--- src/rtl/multi_pipe_rule_stage.sv ---
// multi_pipe_rule_stage
// Carries the dual-port rule IDs and action-valid flags of NUM_PIPES parallel
// classification pipelines through DEPTH stall/flush-capable register stages.
// It then registers a per-port priority merge that selects the lowest matching
// rule ID (ties go to the lowest pipe index). It also keeps a saturating count
// of resolved hits.
module multi_pipe_rule_stage #(
   parameter int RULE_ID   = 14,
   parameter int NUM_PIPES = 3,
   parameter int DEPTH     = 1,
   parameter int CNT_W     = 32
) (
   input  logic                                                  clk,
   input  logic                                                  RSTn,
   input  logic                                                  stall,
   input  logic                                                  flush,
   input  logic                                                  clear_cnt,
   input  logic [1:0]                                            pkt_valid_in,
   input  logic [NUM_PIPES*2*RULE_ID-1:0]                        rule_in,
   input  logic [NUM_PIPES*2-1:0]                                act_valid_in,
   output logic [1:0]                                            pkt_valid_out,
   output logic [NUM_PIPES*2*RULE_ID-1:0]                        rule_out,
   output logic [NUM_PIPES*2-1:0]                                act_valid_out,
   output logic [1:0]                                            best_valid,
   output logic [1:0]                                            best_hit,
   output logic [2*RULE_ID-1:0]                                  best_rule,
   output logic [2*((NUM_PIPES > 1) ? $clog2(NUM_PIPES) : 1)-1:0] best_pipe,
   output logic [CNT_W-1:0]                                      hit_cnt
);

   localparam int PIPE_W = (NUM_PIPES > 1) ? $clog2(NUM_PIPES) : 1;
   localparam int NK     = 2 * NUM_PIPES;
   localparam int RW     = NK * RULE_ID;

   // Delay stages
   logic [1:0]        pkt_q  [DEPTH];
   logic [1:0]        pkt_d  [DEPTH];
   logic [RW-1:0]     rule_q [DEPTH];
   logic [RW-1:0]     rule_d [DEPTH];
   logic [NK-1:0]     act_q  [DEPTH];
   logic [NK-1:0]     act_d  [DEPTH];

   // Action valids masked by their own port's packet valid (bit 2j+p -> port p)
   logic [NK-1:0]     act_gated_s;

   // Combinational merge result
   logic [1:0]            m_hit_s;
   logic [2*RULE_ID-1:0]  m_rule_s;
   logic [2*PIPE_W-1:0]   m_pipe_s;
   logic [RULE_ID-1:0]    cand_s;
   logic                  take_s;

   // Merge register
   logic [1:0]            best_valid_q, best_valid_d;
   logic [1:0]            best_hit_q,   best_hit_d;
   logic [2*RULE_ID-1:0]  best_rule_q,  best_rule_d;
   logic [2*PIPE_W-1:0]   best_pipe_q,  best_pipe_d;

   // Hit counter
   logic [CNT_W-1:0]      hit_cnt_q, hit_cnt_d;
   logic [CNT_W:0]        inc_s;
   logic [CNT_W:0]        sum_s;
   logic [CNT_W-1:0]      sat_s;

   assign act_gated_s = act_valid_in & {NUM_PIPES{pkt_valid_in}};

   // Stage next-state: flush clears everything, stall holds, otherwise shift
   always_comb begin
      for (int i = 0; i < DEPTH; i++) begin
         pkt_d[i]  = pkt_q[i];
         rule_d[i] = rule_q[i];
         act_d[i]  = act_q[i];
      end
      if (flush) begin
         for (int i = 0; i < DEPTH; i++) begin
            pkt_d[i]  = 2'b00;
            rule_d[i] = '0;
            act_d[i]  = '0;
         end
      end else if (!stall) begin
         pkt_d[0]  = pkt_valid_in;
         rule_d[0] = rule_in;
         act_d[0]  = act_gated_s;
         for (int i = 1; i < DEPTH; i++) begin
            pkt_d[i]  = pkt_q[i-1];
            rule_d[i] = rule_q[i-1];
            act_d[i]  = act_q[i-1];
         end
      end else begin
         // stall: defaults already hold every stage
         pkt_d[0] = pkt_q[0];
      end
   end

   // Stage registers
   always_ff @(posedge clk or negedge RSTn) begin
      if (!RSTn) begin
         for (int i = 0; i < DEPTH; i++) begin
            pkt_q[i]  <= 2'b00;
            rule_q[i] <= '0;
            act_q[i]  <= '0;
         end
      end else begin
         for (int i = 0; i < DEPTH; i++) begin
            pkt_q[i]  <= pkt_d[i];
            rule_q[i] <= rule_d[i];
            act_q[i]  <= act_d[i];
         end
      end
   end

   // Per-port compare tree: strict less-than keeps the lowest pipe on ties
   always_comb begin
      m_hit_s  = 2'b00;
      m_rule_s = '0;
      m_pipe_s = '0;
      cand_s   = '0;
      take_s   = 1'b0;
      for (int p = 0; p < 2; p++) begin
         for (int j = 0; j < NUM_PIPES; j++) begin
            cand_s = rule_q[DEPTH-1][(2*j+p)*RULE_ID +: RULE_ID];
            take_s = act_q[DEPTH-1][2*j+p] &&
                     (!m_hit_s[p] || (cand_s < m_rule_s[p*RULE_ID +: RULE_ID]));
            m_rule_s[p*RULE_ID +: RULE_ID] = take_s ? cand_s : m_rule_s[p*RULE_ID +: RULE_ID];
            m_pipe_s[p*PIPE_W +: PIPE_W]   = take_s ? PIPE_W'(j) : m_pipe_s[p*PIPE_W +: PIPE_W];
            m_hit_s[p]                     = m_hit_s[p] | take_s;
         end
         m_hit_s[p] = m_hit_s[p] & pkt_q[DEPTH-1][p];
      end
   end

   // Merge register next-state
   always_comb begin
      best_valid_d = best_valid_q;
      best_hit_d   = best_hit_q;
      best_rule_d  = best_rule_q;
      best_pipe_d  = best_pipe_q;
      if (flush) begin
         best_valid_d = 2'b00;
         best_hit_d   = 2'b00;
         best_rule_d  = '0;
         best_pipe_d  = '0;
      end else if (!stall) begin
         best_valid_d = pkt_q[DEPTH-1];
         best_hit_d   = m_hit_s;
         best_rule_d  = m_rule_s;
         best_pipe_d  = m_pipe_s;
      end else begin
         best_valid_d = best_valid_q;
      end
   end

   // Merge register
   always_ff @(posedge clk or negedge RSTn) begin
      if (!RSTn) begin
         best_valid_q <= 2'b00;
         best_hit_q   <= 2'b00;
         best_rule_q  <= '0;
         best_pipe_q  <= '0;
      end else begin
         best_valid_q <= best_valid_d;
         best_hit_q   <= best_hit_d;
         best_rule_q  <= best_rule_d;
         best_pipe_q  <= best_pipe_d;
      end
   end

   // Counter next-state: the presented merge result is counted on the edge that
   // replaces it, so a result held by stall is counted exactly once
   always_comb begin
      inc_s = (CNT_W+1)'(best_hit_q[0]) + (CNT_W+1)'(best_hit_q[1]);
      sum_s = {1'b0, hit_cnt_q} + inc_s;
      sat_s = sum_s[CNT_W] ? {CNT_W{1'b1}} : sum_s[CNT_W-1:0];
      if (clear_cnt) begin
         hit_cnt_d = '0;
      end else if (flush || !stall) begin
         hit_cnt_d = sat_s;
      end else begin
         hit_cnt_d = hit_cnt_q;
      end
   end

   // Hit counter register
   always_ff @(posedge clk or negedge RSTn) begin
      if (!RSTn) begin
         hit_cnt_q <= '0;
      end else begin
         hit_cnt_q <= hit_cnt_d;
      end
   end

   assign pkt_valid_out = pkt_q[DEPTH-1];
   assign rule_out      = rule_q[DEPTH-1];
   assign act_valid_out = act_q[DEPTH-1];
   assign best_valid    = best_valid_q;
   assign best_hit      = best_hit_q;
   assign best_rule     = best_rule_q;
   assign best_pipe     = best_pipe_q;
   assign hit_cnt       = hit_cnt_q;

endmodule

--- config.mk ---
export PLATFORM = sky130hd
export DESIGN_NAME = multi_pipe_rule_stage
export DESIGN_NICKNAME = d
export VERILOG_FILES = /design/src/rtl/multi_pipe_rule_stage.sv
export SDC_FILE = /design/constraint.sdc
export NUM_CORES = 1
export LEC_CHECK = 0
export ABC_CLOCK_PERIOD_IN_PS = 5040
export CAP_MARGIN = 40
export CORE_UTILIZATION = 49
export DETAILED_ROUTE_END_ITERATION = 6
export GPL_TIMING_DRIVEN = 0
export PLACE_DENSITY = 0.82
export SYNTH_ARGS = -nofsm -noshare
export SYNTH_HDL_FRONTEND = slang
export SYNTH_SLANG_ARGS = --single-unit
--- constraint.sdc ---
create_clock -name clk -period 5.04 [get_ports clk]
set_input_delay 0.756 -clock clk [delete_from_list [all_inputs] [get_ports clk]]
set_output_delay 0.756 -clock clk [all_outputs]
set_load 0.01 [all_outputs]
==> reports/qor.yml <==
run_status:
  outcome: "finished, final reports clean"
critical_path:
  timing_worst_setup_path_type: "reg2reg"
  cp_max_fo: 10
  crit_top_cell: "clkbuf_4"
  r2r-start: "act_valid_out[1]"
  critPathLaunchType: "register"
  regToRegSetupSlack_ns: 0.18
  cp.required_ns: 5.35
  crit_chain: "buf_2 -> clkbuf_4 -> nand2_1 -> ha_1 -> nand4_1 -> nor3_1 -> o211ai_1 -> and4_1 -> buf_2 -> clkbuf_4 -> a22oi_1 -> ha_1 -> o2111ai_1 -> o211ai_1 -> a211oi_2 -> and2_1 -> a32o_1 -> clkbuf_4 -> nor3b_1 -> nor4_1"
  crit_path_start: "act_valid_out[1]"
  endpoint: "best_rule[24]"
  critPathArrivalTime_ns: 5.18
  critPathBufInv: 5
  cp_top_family: "compound AO/OA/AOI/OAI gates"
  worst-path-stages: 20
  critPathSlowestCell: "dfrtp_2"
  max_stage_delay_ns: 0.45
  end_kind: "register"
  r2r-end: "best_rule[24]"
  worstRegToRegCells: 20
yosys:
  ys_async_sr_fraction_pct: 100.0
  synth_adder_area_share_pct: 7.560
  syn_area_sq_mm: 0.009036
  synthMuxAreaShare_pct: 9.970
  synthTopCellsByCount: "dfrtp_1, nor2_1, mux2i_1"
  synth_edf_count: 0
  synth_top_family_by_area: "simple AND/OR/NAND/NOR gates"
  ys_ff_latch: 160
  synthCells: 945
  synth_top_area_share_pct: 44.31
  synth_compound_area_share_pct: 16.51
  ys_seq_area_share_pct: 44.31
  synth_xor_area_share_pct: 0
  yosys.cell_types.count: 54
  synthTopCellsByArea: "dfrtp_1, mux2i_1, ha_1, nor2_1, a21oi_1"
  syn-num-nets: 1096
  yosys.area.top_type: "dfrtp_1"
  synth.most_common_cell: "dfrtp_1"
  synth-main-ff-cell: "dfrtp_1"
  avgSynthCellArea_sq_um: 9.562
  yosysWarnings: 0
  synth-simple-area-share_pct: 18.25
detailed_routing:
  wire_per_inst_um: 20.27
  drt-pass1-iter-count: 5
  wl_um: 29710
  drt_iter0_drc: 602
  vias_per_cell: 5.997
  route.vias.total: 8791
  route.detailed.drc: 0
  ant_nets: 0
die:
  dieArea_sq_mm: 0.01899
  ios: 257
  die_height_um: 137.8
  rows: 49
  coreArea_sq_mm: 0.01802
  initial_core_util_pct: 50.13
  die_w_um: 137.8
timing:
  clock_skew_ns: 0.01073
  hold_viol: 0
  min_period_ns: 4.862
  relSlewSlack_pct: 40.97
  fin_crit_sh_pct: 96.47
  drv_slew: 0
  finalSetupViolCount: 0
  max_freq_mhz: 205.7
  worst_pin_slew_ns: 0.8854
  hold_ws_ns: 0.2018
  fin_ws_ns: 0.1780
layout:
  instances_no_fill: 1466
  layout-drive-gt1-share_pct: 7.437
  area_growth_pct: 39.74
  antenna_cells: 0
  final_util_pct: 70.05
  nNetsFinal: 1375
grt:
  grt_overflow: 0
  grt_max_degree: 121
  grt_usage_pct: 32.21
  grt_pass1_vias: 8448
  antenna_found_initial: 0
  grt_pass1_wl_um: 46110
cts:
  clk_latency_ns: 0.43
  cts_buffers: 17
  clockBufferDepth: 2
  cts_tree: "built"
  clockRootBuffer: "clkbuf_16"
  clk_pin_slew_ns: 0.06
  cts_max_level: 4
  cts_hold_buf: 0
  cts.sinks: 160
pwr:
  p_per_area_mw_per_mm2: 261.9
  ir_drop_v: 0.0002428
  power.total_w: 0.003307
  p_leak_nw: 5.508
placed_design:
  pre_cts_ws_ns: -0.4373
  numPortBuffers: 255
  dp_hpwl_um: 21980
  gp_congestion: 0.9384
  dp.cells: 1431
hold_path:
  hold_path.class: "in2async"
job:
  cap_violations: 0
layer usage:
layer / up-vias / track usage (%) / part of all wire [%]
li1: 4025 / - / -
met1: 4269 / 43.03 / 42
met2: 437 / 51.12 / 47
met3: 60 / 6.770 / 8.4
met4: 0 / 12.56 / 2.7
met5: - / 0 / 0
area by class of cell:
cell class	count	area (sq um)
multi-input combinational	707	4790
buffer	64	277.8
sequential	160	4005
clock inverter	11	132.6
inverter	14	52.55
clock buffer	21	460.4
timing repair buffer	260	2623
fill	1364	5398
tap	229	286.5
flip-flops by register name, summed over array words and instances, names as in the netlist:
name,count
hit_cnt,32
rule_out,84
best_valid,2
best_rule,28
best_pipe,4
act_valid_out,6
best_hit,2
pkt_valid_out,2
worst min path at each step:
stage | to | from | depth (start not counted)
floorplan | act_valid_out[0] | RSTn | 0
global placement | best_rule[2] | best_rule[2] | 1
detailed placement | best_rule[11] | best_rule[11] | 1
CTS | hit_cnt[13] | RSTn | 1
global route | hit_cnt[13] | RSTn | 1
finish | hit_cnt[13] | RSTn | 1
timing repair:
action | in CTS | in global routing
setup buffers | 1 | 2
setup endpoints to repair | 31 | 28
gates resized for setup | 5 | 26
pin swaps | 1 | 2
power breakdown:
group / switching, W / internal [W] / total (W)
clock: 0.000553 / 0.000760 / 0.00131
combinational: 0.000297 / 0.000292 / 0.000589
sequential: 0.0000679 / 0.00134 / 0.00141
total: 0.000919 / 0.00239 / 0.00331
through the flow:
| stage | cell area [sq um] | TNS [ns] |
|---|---|---|
| 2_1_floorplan | 9036 | 0 |
| 3_3_place_gp | 11880 | -539.80 |
| 3_5_place_dp | 11920 | -6.850 |
| 4_1_cts | 12530 | 0 |
| 5_1_grt | 12630 | -0.6775 |
| 6_report | 12630 | 0 |
logic make-up (layout without fill, tap and decap cells):
logic type,Yosys count,in the layout
DFF,160,160
adders and majority gates,54,54
and+or+nand+nor,345,345
muxes,90,90
buffers and inverters,78,370
AOI/OAI and AO/OA,218,218
layout by cell type, fill, tap and decap left out, types with 17 or more instances in the layout:
cell             synthesis  routed
a211oi_1                25      24
a21oi_1                 59      58
clkbuf_1                46      43
clkbuf_16                0      17
clkdlybuf4s50_1          0     254
dfrtp_1                160     159
ha_1                    53      53
mux2i_1                 90      90
nand2_1                 57      57
nand3_1                 17      17
nor2_1                 155     155
o21ai_0                 31      31
No activity file was read; power rests on OpenSTA's default activity.
